**src/rtl/down_timer_pkg.sv**
```systemverilog
// Shared definitions for the down_timer slice: FSM state encoding and the
// default counter width.
package down_timer_pkg;

    localparam int TMR_WIDTH = 4;

    typedef enum logic {
        ST_IDLE = 1'b0,
        ST_RUN  = 1'b1
    } tmr_state_e;

endpackage

```
**src/rtl/down_timer_dn_bit.sv**
```systemverilog
// One-bit down-count slice. A slice toggles when a borrow arrives from below
// and passes a borrow upward only while it is itself zero, so a chain of
// slices forms a ripple down-counter.
module dn_bit (
    input  logic clk,
    input  logic clr,
    input  logic load,
    input  logic load_bit,
    input  logic bin,
    output logic q,
    output logic bout
);

    // Bit register: reset, parallel load, or toggle on borrow-in.
    always_ff @(posedge clk) begin
        if (clr) begin
            q <= 1'b0;
        end else if (load) begin
            q <= load_bit;
        end else if (bin) begin
            q <= ~q;
        end
    end

    assign bout = bin & ~q;

endmodule

```
**src/rtl/down_timer.sv**
```systemverilog
// Loadable down-counting interval timer built from a ripple chain of dn_bit
// slices. Optional feature macro: DOWN_TIMER_AUTORELOAD_EN (reload register
// and auto_rl handling); without it every expiry is one-shot.
//
// state   | meaning
// --------+-----------------------------------------------------------
// ST_IDLE | stopped; count holds, in_EN ignored, waiting for load
// ST_RUN  | counting down on in_EN; terminal count at zero with in_EN
module down_timer
    import down_timer_pkg::*;
#(
    parameter int WIDTH = TMR_WIDTH
) (
    input  logic             clk,
    input  logic             clr,
    input  logic             in_EN,
    input  logic             load,
    input  logic [WIDTH-1:0] load_val,
    input  logic             auto_rl,
    output logic [WIDTH-1:0] count,
    output logic             busy,
    output logic             done,
    output logic             rbos,
    output logic             rbol
);

    tmr_state_e       state;
    tmr_state_e       state_nxt;
    logic             term;
    logic             auto_sel;
    logic [WIDTH-1:0] reload_val;
    logic             slice_load;
    logic [WIDTH-1:0] slice_val;

    assign busy = (state == ST_RUN);

    // Borrow chain: bit 0 sees the gated enable, each higher bit sees the
    // borrow-out of the bit below. The top borrow-out is the terminal count.
    for (genvar i = 0; i < WIDTH; i++) begin : g_bit
        logic b_in;
        logic b_out;
        if (i == 0) begin : g_first
            assign b_in = busy & in_EN;
        end else begin : g_rest
            assign b_in = g_bit[i-1].b_out;
        end
        dn_bit u_bit (
            .clk      (clk),
            .clr      (clr),
            .load     (slice_load),
            .load_bit (slice_val[i]),
            .bin      (b_in),
            .q        (count[i]),
            .bout     (b_out)
        );
    end

    assign rbos = g_bit[WIDTH-2].b_out;
    assign rbol = g_bit[WIDTH-1].b_out;
    assign term = rbol;

`ifdef DOWN_TIMER_AUTORELOAD_EN
    logic [WIDTH-1:0] reload_q;

    // Reload register tracks every explicit load.
    always_ff @(posedge clk) begin
        if (clr) begin
            reload_q <= '0;
        end else if (load) begin
            reload_q <= load_val;
        end
    end

    assign auto_sel   = auto_rl;
    assign reload_val = reload_q;
`else
    logic unused_auto_rl;

    assign unused_auto_rl = auto_rl;
    assign auto_sel       = 1'b0;
    assign reload_val     = '0;
`endif

    // The terminal cycle always loads the slices: the stored value when
    // reloading, zero otherwise, which keeps the chain from wrapping to all ones.
    assign slice_load = load | term;
    assign slice_val  = load     ? load_val   :
                        auto_sel ? reload_val : '0;

    // State register.
    always_ff @(posedge clk) begin
        if (clr) begin
            state <= ST_IDLE;
        end else begin
            state <= state_nxt;
        end
    end

    // Next-state logic: load beats terminal, terminal decides stop or rerun.
    always_comb begin
        state_nxt = state;
        case (state)
            ST_IDLE: begin
                if (load) begin
                    state_nxt = ST_RUN;
                end
            end
            ST_RUN: begin
                if (load) begin
                    state_nxt = ST_RUN;
                end else if (term && !auto_sel) begin
                    state_nxt = ST_IDLE;
                end
            end
            default: state_nxt = ST_IDLE;
        endcase
    end

    // Expiry pulse, suppressed when a load lands on the terminal cycle.
    always_ff @(posedge clk) begin
        if (clr) begin
            done <= 1'b0;
        end else begin
            done <= term & ~load;
        end
    end

endmodule
```
**config.mk**
```make
export PLATFORM = sky130hd
export DESIGN_NAME = down_timer
export DESIGN_NICKNAME = d
export VERILOG_FILES = /design/src/rtl/down_timer_pkg.sv /design/src/rtl/down_timer_dn_bit.sv /design/src/rtl/down_timer.sv
export SDC_FILE = /design/constraint.sdc
export NUM_CORES = 1
export LEC_CHECK = 0
export BUFFER_PORTS_ARGS = -buffer_cell sky130_fd_sc_hd__buf_2
export CAP_MARGIN = 40
export CORE_AREA = 2 2 39 41
export CTS_CLUSTER_SIZE = 10
export DETAILED_ROUTE_END_ITERATION = 8
export DIE_AREA = 0 0 41 43
export GPL_TIMING_DRIVEN = 0
export PLACE_DENSITY_LB_ADDON = 0.08
export SYNTH_ARGS = -nofsm -noshare
export SYNTH_HDL_FRONTEND = slang
export SYNTH_SLANG_ARGS = --single-unit
export TNS_END_PERCENT = 10
```
**constraint.sdc**
```tcl
create_clock -name clk -period 1.6 [get_ports clk]
set_input_delay 0.32 -clock clk [delete_from_list [all_inputs] [get_ports clk]]
set_output_delay 0.32 -clock clk [all_outputs]
set_load 0.005 [all_outputs]
```
==> results.sh <==
export IMPL_fin_util_pct=33.5
export IMPL_synthTopCellsByArea="dfxtp_1 (38%), buf_4 (9.4%), nand4bb_4 (8.6%)"
export IMPL_synth_avg_cell_area_sq_um=9.42
export IMPL_cts_tree="built"
export IMPL_wirelength_um=708
export IMPL_path_max_fanout=5
export IMPL_syn_cell_area_sq_um=320
export IMPL_min_period_ns=1.52
export IMPL_cts_root_buffer="clkbuf_4"
export IMPL_grt_max_degree=9
export IMPL_endpoint_kind="primary output"
export IMPL_area_growth_pct=44.9
export IMPL_power_total_mw=0.384
export IMPL_layout_setup_ws_ns=0.0789
export IMPL_path_delay_family="simple AND/OR/NAND/NOR gates"
export IMPL_worstPathArrival_ns=1.20
export IMPL_p_leak_nw=0.210
export IMPL_core_sq_mm=0.00138
export IMPL_vias=326
export IMPL_synth_top_area_cell="dfxtp_1"
export IMPL_pre_cts_ws_ns=0.198
export IMPL_start_util_pct=23.1
export IMPL_grt_ovfl_total=0
export IMPL_pin_count=17
export IMPL_drtIter0Drc=8
export IMPL_synth_edf_count=0
export IMPL_die_w_um=41
export IMPL_gp_congestion=0.663
export IMPL_cap_viol_max_count=0
export IMPL_hold_viol=0
export IMPL_clock_sinks=6
export IMPL_detail_route_first_pass_iterations=4
export IMPL_start_kind="flip-flop"
export IMPL_grt_busiest_layer="met1"
export IMPL_drc=0
export IMPL_max_slew_margin_pct=79.7
export IMPL_grt_antenna_before_repair=0
export IMPL_grt_util_met2_pct=12.2
export IMPL_netlist_top_cells_count="dfxtp_1 (6), buf_4 (4), nand2_1 (4), nor2_1 (4)"
export IMPL_cts_made_buffers=3
export IMPL_fin_crit_sh_pct=95.1
export IMPL_clkLatencyLatePin_ns=0.24
export IMPL_placementRows=14
export IMPL_gr_usage_met1_pct=12.9
export IMPL_path_cells="nand4bb_4, nor3_4, buf_2"
export IMPL_wl_per_cell_um=10.1
export IMPL_grtUsageMet3_pct=7.85
export IMPL_post_route_cell_area_sq_um=464
export IMPL_status="completed"
export IMPL_skew_ns=0.00308
export IMPL_yosysTopAreaCellShare_pct=37.5
export IMPL_yosysWarningCount=0
export IMPL_dp_hpwl_um=532
export IMPL_grt_total_usage_pct=10.1
export IMPL_port_buffers=15
export IMPL_cp_num_buf_inv=1
export IMPL_ys_seq_elements=6
export IMPL_yosysUniqueCellTypes=18
export IMPL_hp_class="in2reg"
export IMPL_setup_viol=0
export IMPL_max_vdd_ir_drop_mv=0.389
export IMPL_criticalPathCategory="reg2out"
export IMPL_powerDensity_mw_per_mm2=827
export IMPL_cp_required_ns=1.28
export IMPL_synthesis_nets=43
export IMPL_nNetsFinal=65
export IMPL_synthCells=34
export IMPL_worstMarginPinSlew_ns=0.304
export IMPL_fmax_mhz=657
export IMPL_yosysMostFrequentCell="dfxtp_1"
export IMPL_synth_seq_area_share_pct=37.5
export IMPL_synth_flop_cell="dfxtp_1"
export IMPL_htreeDepth=1
export IMPL_ant_nets=0
export IMPL_cp_slowest_stage_delay_ns=0.33
export IMPL_place_inst=65
export IMPL_viasPerCell=4.66
export IMPL_clk_pin_slew_ns=0.05
export IMPL_die_y_um=43
export IMPL_grt_pass1_vias=271
export IMPL_placed_cell_area_sq_um=415
export IMPL_dieArea_sq_mm=0.00176
export IMPL_antenna_cells=0
export IMPL_fin_cells=70
export IMPL_maxSlewViolCount=0
export IMPL_grt_pass1_wl_um=1130
export IMPL_clockBufferDepth=2
export IMPL_drive_gt1_share_pct=50.0
export IMPL_critPathSlowestCell="dfxtp_1"
export IMPL_synthArstFlopShare_pct=0
-- path summary, 6_finish.rpt --
check / cells after the start / slack, ns / end / from
worst min register to register: 2 / 0.52 / g_bit[1].u_bit.q$_SDFFE_PP0P_ / g_bit[1].u_bit.q$_SDFFE_PP0P_
worst max-delay path: 3 / 0.08 / rbol / g_bit[0].u_bit.q$_SDFFE_PP0P_
worst min-delay path: 2 / 0.31 / done$_SDFF_PP0_ / load
worst max register to register: 4 / 0.10 / g_bit[2].u_bit.q$_SDFFE_PP0P_ / g_bit[0].u_bit.q$_SDFFE_PP0P_
-- registers in the layout, summed over array words and instances (netlist names) --
| name | flops |
|---|---|
| busy | 1 |
| done | 1 |
| g_bit.u_bit.q | 4 |
-- cells by family after synthesis --
logic type	Yosys count	share of synthesized area, %
buffers and inverters	5	10.5
AOI/OAI and AO/OA	7	18.0
and+or+nand+nor	15	31.2
xor gates and xnor gates	1	2.73
DFF	6	37.5
-- worst reg2reg max path: stages (launching register included) --
cell       delay [ns]
dfxtp_1          0.33
nand4bb_4        0.29
buf_4            0.18
or3b_1           0.38
a311oi_2         0.24
-- cells in the final DEF (no fill, tap or decap) --
cell       Yosys  layout
buf_4          4       6
nor3b_1        1       1
nor2_1         4       4
nand4bb_4      1       1
inv_1          1       1
nor3_4         0       1
o211ai_1       1       1
nand3b_1       2       2
dfxtp_1        6       6
a21oi_1        2       2
or3_1          1       1
buf_2          0      15
nand2_1        4       4
o41ai_1        1       1
o31ai_1        1       1
a311oi_1       1       1
a311oi_2       1       1
or3b_1         1       1
xor2_1         1       1
clkbuf_4       0       3
-- cell type report --
type                            count  area (sq um)
Buffer                              4          30.0
Sequential cell                     6           120
Clock buffer                        3          22.5
Tap cell                           16          20.0
Multi-Input combinational cell     23           178
Inverter                            1          3.75
Fill cell                         163           920
Timing Repair Buffer               17          90.1
-- layer usage --
layer  share of wire (%)  up-vias
li1                    -      162
met1                  46      150
met2                  45       14
met3                 9.2        0
met4                   0        0
met5                   0        -
-- power by group --
part	total (mW)	switching, mW	internal (mW)
logic	0.0707	0.0288	0.0419
clock network	0.140	0.0550	0.0849
registers	0.173	0.0140	0.159
-- what timing repair did --
item	4_1_cts	5_1_grt
endpoints found under the setup margin	1	1
resized for setup	1	1
buffers inserted	0	2
pin swaps	0	2
hold buffers	0	0
-- per-stage QoR --
step | hold slack, ns | TNS [ns]
2_1_floorplan | 0.388 | 0
3_3_place_gp | 0.502 | 0
3_5_place_dp | 0.523 | 0
4_1_cts | 0.297 | 0
5_1_grt | 0.298 | -0.0000460
6_report | 0.306 | 0
Power figures use the tool's default switching activity.
